### src/rtl/prog_mealy_fsm.sv
// Table-driven Mealy/Moore state machine: next state and Mealy output come from a
// runtime-writable table indexed by {state, x}, plus a transition counter and a match pulse.
module prog_mealy_fsm #(
    parameter int unsigned IN_W     = 2,
    parameter int unsigned ST_W     = 2,
    parameter int unsigned OUT_W    = 1,
    parameter int unsigned CNT_W    = 8,
    parameter int unsigned INIT_ST  = 0,
    parameter int unsigned MATCH_ST = 3,
    parameter int unsigned REG_OUT  = 0
) (
    input  logic                    clk,
    input  logic                    reset,
    input  logic                    run,
    input  logic                    sync_clr,
    input  logic [IN_W-1:0]         x,
    input  logic                    cfg_we,
    input  logic [ST_W+IN_W-1:0]    cfg_addr,
    input  logic [ST_W+OUT_W-1:0]   cfg_wdata,
    output logic [ST_W+OUT_W-1:0]   cfg_rdata,
    output logic                    cfg_err,
    output logic [ST_W-1:0]         state,
    output logic [OUT_W-1:0]        z_mealy,
    output logic                    hit,
    output logic [CNT_W-1:0]        trans_cnt
);

    localparam int unsigned AW    = ST_W + IN_W;
    localparam int unsigned DW    = ST_W + OUT_W;
    localparam int unsigned DEPTH = 2 ** AW;

    localparam logic [ST_W-1:0] INIT_S  = ST_W'(INIT_ST);
    localparam logic [ST_W-1:0] MATCH_S = ST_W'(MATCH_ST);

    logic [DW-1:0]    tbl [DEPTH];
    logic [AW-1:0]    idx;
    logic [DW-1:0]    entry;
    logic [ST_W-1:0]  nxt_st;
    logic [OUT_W-1:0] ent_out;
    logic [OUT_W-1:0] z_reg;

    function automatic logic [CNT_W-1:0] sat_inc(input logic [CNT_W-1:0] v);
        return (&v) ? v : v + 1'b1;
    endfunction

    assign idx     = {state, x};
    assign entry   = tbl[idx];
    assign nxt_st  = entry[DW-1:OUT_W];
    assign ent_out = entry[OUT_W-1:0];

    // Table lives in flops so reset can restore the self-loop image in one step.
    always_ff @(posedge clk or posedge reset) begin
        if (reset) begin
            for (int i = 0; i < DEPTH; i++) begin
                tbl[i] <= {ST_W'(i >> IN_W), {OUT_W{1'b0}}};
            end
            cfg_rdata <= '0;
            cfg_err   <= 1'b0;
        end else begin
            if (cfg_we && !run) begin
                tbl[cfg_addr] <= cfg_wdata;
            end
            cfg_rdata <= tbl[cfg_addr];
            cfg_err   <= cfg_we && run;
        end
    end

    always_ff @(posedge clk or posedge reset) begin
        if (reset) begin
            state     <= INIT_S;
            trans_cnt <= '0;
            hit       <= 1'b0;
            z_reg     <= '0;
        end else if (sync_clr) begin
            state     <= INIT_S;
            trans_cnt <= '0;
            hit       <= 1'b0;
            z_reg     <= '0;
        end else if (run) begin
            state <= nxt_st;
            if (nxt_st != state) begin
                trans_cnt <= sat_inc(trans_cnt);
            end
            hit   <= (nxt_st == MATCH_S) && (state != MATCH_S);
            z_reg <= ent_out;
        end else begin
            hit   <= 1'b0;
            z_reg <= '0;
        end
    end

    assign z_mealy = (REG_OUT != 0) ? z_reg : (run ? ent_out : '0);

endmodule

### config.mk
export PLATFORM = sky130hd
export DESIGN_NAME = prog_mealy_fsm
export DESIGN_NICKNAME = d
export VERILOG_FILES = /design/src/rtl/prog_mealy_fsm.sv
export SDC_FILE = /design/constraint.sdc
export NUM_CORES = 1
export LEC_CHECK = 0
export BUFFER_PORTS_ARGS = -buffer_cell sky130_fd_sc_hd__buf_2
export CAP_MARGIN = 20
export CORE_ASPECT_RATIO = 1.1
export CORE_MARGIN = 2
export CORE_UTILIZATION = 60
export DETAILED_ROUTE_END_ITERATION = 16
export GPL_ROUTABILITY_DRIVEN = 1
export PLACE_DENSITY = 0.77
export SYNTH_ARGS = -nofsm -noshare
export SYNTH_HDL_FRONTEND = slang
export SYNTH_SLANG_ARGS = --single-unit
### constraint.sdc
create_clock -name clk -period 3.5 [get_ports clk]
set_clock_uncertainty 0.2 [all_clocks]
set_input_delay 0 -clock clk [delete_from_list [all_inputs] [get_ports clk]]
set_output_delay 0 -clock clk [all_outputs]
set_load 0.02 [all_outputs]
==> flow_summary.ini, run 1 <==
[status]
status = finished, final reports clean

[finish]
nNetsFinal = 302
multi_input_area_sq_mm = 0.00173
syn_to_final_growth_pct = 13.4
antenna_cells = 0
nFillCells = 390
final_cell_mix = 50 x mux2_2, 47 x dfrtp_1, 29 x buf_2, 22 x mux4_2, 18 x nand2_1
drive_gt1_share_pct = 47.6
final_common_cell = mux2_2
stdcell_count = 367
register_area_sq_mm = 0.00160

[grt]
antenna_found_initial = 0
grt_pass1_wl_mm = 11.9
grt_max_degree = 41
grt_overflow = 0
first_global_vias = 2267
grt_usage_pct = 25.1

[place]
dp_hpwl_mm = 4.99
port-buffer-count = 29
gp_congestion = 0.799
dpl.cell_count = 340

[worst_setup_path]
crit_path_end_kind = flop
crit_required_ns = 3.53
worstSetupStartpointType = flop
arrival_ns = 2.49
worstSetupPathType = flop to flop
cp_max_fo = 13
rrSetupSlack_ns = 1.04

[synthesis]
synth-compound-area-share_pct = 3.68
yosys-mux-area-fraction_pct = 36.1
ys_types = 41
synth_top_family_by_area = multiplexers
syn_area_sq_mm = 0.00343
syn_nets = 266
yosys_warnings = 0
synthAdderAreaFrac_pct = 0.365
synthXorXnorAreaFrac_pct = 0.255
synthFlopType = dfrtp_1
async_reset_ff_share_pct = 100
ys_seq_area_share_pct = 46.5
ys_ff_latch = 63
synthSimpleGateAreaFrac_pct = 10.1
synth_edf_count = 0
syn_avg_cell_area_sq_um = 13.7
synthCells = 251

[floorplan]
rows = 28
start_util_pct = 62.8
die_h_um = 83.3
die-area_sq_mm = 0.00634
die_x_um = 76.1
io_pins = 30
core_area_sq_mm = 0.00547

[sta]
hold_viol = 0
finalSetupTns_ns = 0
relSlewSlack_pct = 43.5
hold_ws_ns = 0.161
tightestPinTransition_ns = 0.847
slew_viol_final = 0
period_minus_slack_ns = 2.46
fin_crit_sh_pct = 70.3
setup_violations = 0
clock.fmax_ghz = 0.407
grt_setup_unrepaired = no

[clock_tree]
clock_path_buffers = 2
clock-root-buffer = clkbuf_8
worstSkewPairLatency_ns = 0.34
clkSinkCount = 63
cts_inserted_buffers = 9
cts_tree = done
cts_htree_levels = 3
cts_setup_buffers = 0
clk_pin_slew_ns = 0.07

[routing]
drt-initial-drc-count = 148
drt_pre_antenna_iters = 4
vias = 2281
avgRoutedWirePerCell_um = 19.5
ant_nets = 0
via_per_inst = 6.22
wl_mm = 7.16
drc_errors = 0

[job]
drv_cap = 0

[pwr]
p_per_area_mw_per_mm2 = 538
ir_drop_mv = 0.364
power_mw = 2.09
p_leak_nw = 1.69

[hold_path]
hp-class = primary input to flop
## routing by layer
layer  up-vias  track usage, %  share of wire, %  wire, um
met1      1141            33.5                41      2950
met2       107            39.4                48      3470
met3        19            5.33               7.3       521
li1       1014               -                 -         -
met5         -               0                 0         0
met4         0            12.4               3.0       215
## layout make-up
type                    count  share of cell area (%)
multi-input cells         168                    44.5
flip-flops and latches     63                    41.0
repair buffers             41                    6.75
clock buffers              10                    3.28
well taps                  75                    2.41
clock inverters             6                    1.58
inverters                   4                   0.386
## sequential cells by signal, indices dropped and copies added, names as in the netlist
name,cells
trans_cnt,8
cfg_rdata,3
cfg_err,1
state,2
hit,1
tbl,48
## synth_stat cells, types with 4 or more instances
library cell / n / area share (%)
dfrtp_1: 47 / 34
mux4_1: 4 / 3.1
nand3_1: 8 / 1.2
mux2i_1: 6 / 1.8
clkbuf_1: 8 / 0.88
mux2_2: 50 / 16
inv_1: 4 / 0.44
nand2_1: 18 / 2.0
dfstp_2: 16 / 12
nor2_1: 8 / 0.88
a21oi_1: 6 / 0.88
mux4_2: 22 / 14
o21ai_0: 4 / 0.58
nor2b_1: 9 / 1.6
## worst max-delay path: stages, from the launching register on
cell	delay [ns]
dfrtp_1	0.41
mux4_2	0.46
or2_0	0.23
a41o_1	0.26
o21ai_2	0.42
nor2_2	0.07
mux2_4	0.30
## cells by family (layout without fill, tap and decap cells)
kind of cell,count (synthesis),in the layout
DFF,63,63
buffers and inverters,20,61
xor gates and xnor gates,1,1
and+or+nand+nor,65,65
AOI/OAI and AO/OA,18,18
adders and majority gates,1,1
muxes,83,83
## report_power, final
part | switching [mW] | internal (mW) | leakage (nW)
Clock | 0.283 | 0.326 | 0.0960
Combinational | 0.214 | 0.275 | 0.819
Sequential | 0.112 | 0.884 | 0.779
Total | 0.609 | 1.49 | 1.69
## stage by stage
step	area [sq um]	utilization (%)	worst slack [ns]
6_report	3890	71.2	1.04
5_1_grt	3890	71.2	0.937
3_3_place_gp	3590	65.7	1.02
3_5_place_dp	3590	65.7	0.989
2_1_floorplan	3430	-	1.28
4_1_cts	3890	71.2	1.04
## final timing paths
check,from,endpoint,cells past startpoint
worst min-delay path,cfg_addr[1],tbl[36]$_DFFE_PP0P_,3
worst max-delay path,tbl[38]$_DFFE_PP0P_,trans_cnt[2]$_DFFE_PP0P_,6
max in group asynchronous,reset,tbl[5]$_DFFE_PP1P_,4
worst min register to register,tbl[41]$_DFFE_PP0P_,tbl[41]$_DFFE_PP0P_,1
worst max register to register,tbl[38]$_DFFE_PP0P_,trans_cnt[2]$_DFFE_PP0P_,6
min in group asynchronous,reset,tbl[12]$_DFFE_PP0P_,3
## repair_timing
item	in CTS	in global routing
endpoints found under the hold margin	94	0
resized for setup	0	0
hold buffers	11	0
(Power assumes the default switching activity.)
==> run 2, diff against run 1 <==
--- a/config.mk
+++ b/config.mk
@@ -9,10 +9,10 @@
 export CAP_MARGIN = 20
 export CORE_ASPECT_RATIO = 1.1
 export CORE_MARGIN = 2
-export CORE_UTILIZATION = 60
+export CORE_UTILIZATION = 59
 export DETAILED_ROUTE_END_ITERATION = 16
 export GPL_ROUTABILITY_DRIVEN = 1
-export PLACE_DENSITY = 0.77
+export PLACE_DENSITY = 0.76
 export SYNTH_ARGS = -nofsm -noshare
 export SYNTH_HDL_FRONTEND = slang
 export SYNTH_SLANG_ARGS = --single-unit
==> constraint.sdc (replaced) <==
create_clock -name clk -period 2.45 [get_ports clk]
set_clock_uncertainty 0.2 [all_clocks]
set_input_delay 0 -clock clk [delete_from_list [all_inputs] [get_ports clk]]
set_output_delay 0 -clock clk [all_outputs]
set_load 0.02 [all_outputs]
==> flow_summary.ini, run 2 (synthesized netlist as in run 1, its figures left out) <==
[status]
status = finished, final reports clean

[finish]
final_cell_mix = 50 x mux2_2, 47 x dfrtp_1, 29 x buf_2, 23 x mux4_2, 18 x nand2_1
stdcell_count = 374
largest_registers = tbl x48, trans_cnt x8, cfg_rdata x3
drive_gt1_share_pct = 48.8
nFillCells = 430
antenna_cells = 0
syn_to_final_growth_pct = 16.3
final_common_cell = mux2_2
largest-register = tbl
largest_reg_flops = 48
nNetsFinal = 307
final_area_sq_mm = 0.00399

[grt]
grt_max_degree = 64
grt_pass1_wl_mm = 11.8
grt_usage_pct = 24.3
antenna_found_initial = 0
grt_overflow = 0
first_global_vias = 2285

[sta]
setup_slack_ns = 0.107
slew_viol_final = 0
relSlewSlack_pct = 56.7
clock.fmax_ghz = 0.427
finalSetupTns_ns = 0
fin_crit_sh_pct = 95.6
grt_setup_unrepaired = no
tightestPinTransition_ns = 0.644
period_minus_slack_ns = 2.34
hold_viol = 0
setup_violations = 0

[routing]
avgRoutedWirePerCell_um = 19.0
via_per_inst = 6.04
top_layer_used = met4
vias = 2260
drc_errors = 0
ant_nets = 0
route.met2.wl_mm = 3.51
drt-initial-drc-count = 125
met3_wirelength_um = 298
wl_mm = 7.09
drt_pre_antenna_iters = 4
wl_met1_mm = 3.18

[pwr]
sequentialPowerShare_pct = 45.3
switchingPower_uw = 854
p_per_area_mw_per_mm2 = 782
power.internal_mw = 2.27
clkPwrFrac_pct = 31.7
sw_frac_of_total_pct = 27.3
ir_drop_mv = 0.616
p_leak_nw = 1.74
pwr-share-comb_pct = 23.1

[floorplan]
io_pins = 30
rows = 29
die_h_um = 84.0
die_x_um = 76.7
core_area_sq_mm = 0.00570
start_util_pct = 60.2
die-area_sq_mm = 0.00644

[worst_setup_path]
crit_required_ns = 2.48
arrival_ns = 2.37
cpMaxStageDelayCell = mux4_2
cp_max_fo = 13
worstSetupStartpointType = flop
crit_path_end_kind = flop
worstSetupPathType = flop to flop
crit_chain = mux4_2 > or2_0 > a41o_1 > o21ai_4 > nor2_2 > mux2_4
max_stage_delay_ns = 0.45
rrSetupSlack_ns = 0.11

[place]
dp_slack_ns = 0.00135
placed_cell_area_sq_mm = 0.00366
gp_congestion = 0.830
dp_hpwl_mm = 4.92
dpl.cell_count = 347
port-buffer-count = 29

[clock_tree]
cts_inserted_buffers = 9
clkSinkCount = 63
clk_pin_slew_ns = 0.07
clock_path_buffers = 2
cts_tree = done
cts_setup_buffers = 0
cts_htree_levels = 3
worstSkewPairLatency_ns = 0.34
clock-root-buffer = clkbuf_8

[hold_path]
hp-class = primary input to asynchronous set/reset pin

[job]
drv_cap = 0
[run 2: cell count changes in the layout (fill, tap and decap cells not counted), sizes merged]
cell / change
buf: +5
clkbuf: +2
clkinv: -2
bufinv: +1
clkinvlp: -1
[run 2: cell type report]
class / instances / area, sq um / area share, %
Timing Repair Buffer: 46 / 325 / 8.15
Inverter: 4 / 15.0 / 0.376
Sequential cell: 63 / 1600 / 40.0
Multi-Input combinational cell: 168 / 1740 / 43.7
Tap cell: 77 / 96.3 / 2.41
Clock inverter: 4 / 70.1 / 1.76
Clock buffer: 12 / 145 / 3.64
[run 2: worst max-delay path, delay by kind of cell (launching register included)]
| kind | cells | cell delay (ns) |
|---|---|---|
| compound gates | 2 | 0.60 |
| flops | 1 | 0.40 |
| mux | 2 | 0.74 |
| simple gates | 2 | 0.29 |
[run 2: through the flow]
step           total power [mW]  util [%]  hold slack, ns
4_1_cts                    3.14      70.0          0.0684
3_3_place_gp               2.09      64.2          -0.112
5_1_grt                    3.27      70.1           0.115
6_report                   3.12      70.1          0.0722
2_1_floorplan              1.93         -         -0.0714
3_5_place_dp               2.12      64.2          -0.106
[run 2: path summary, 6_finish.rpt]
path / start / end / cells past startpoint
hold reg to reg: tbl[38]$_DFFE_PP0P_ / tbl[38]$_DFFE_PP0P_ / 1
hold / removal: reset / tbl[19]$_DFFE_PP0P_ / 4
min in group clk: cfg_addr[1] / tbl[37]$_DFFE_PP0P_ / 3
max in group asynchronous: reset / tbl[31]$_DFFE_PP1P_ / 4
setup / recovery: tbl[44]$_DFFE_PP0P_ / trans_cnt[2]$_DFFE_PP0P_ / 6
setup reg to reg: tbl[44]$_DFFE_PP0P_ / trans_cnt[2]$_DFFE_PP0P_ / 6
[run 2: layer usage]
metal / vias up / track usage (%)
met5: - / 0
met4: 0 / 10.6
met3: 9 / 5.63
met2: 67 / 38.3
met1: 1161 / 32.7
li1: 1023 / -
[run 2: power groups by stage]
stage / logic, mW / clock network [mW] / registers [mW]
after floorplan: 0.532 / 0 / 1.40
after global placement: 0.678 / 0 / 1.41
after global routing: 0.778 / 1.06 / 1.43
final: 0.720 / 0.988 / 1.41
after detailed placement: 0.689 / 0 / 1.43
after CTS: 0.721 / 1.01 / 1.41
[run 2: repair_timing]
item,CTS,global route
endpoints found under the hold margin,126,0
cloned,0,0
pin swaps,0,1
hold buffers,11,0
endpoints found under the setup margin,1,1
gates resized for setup,1,2
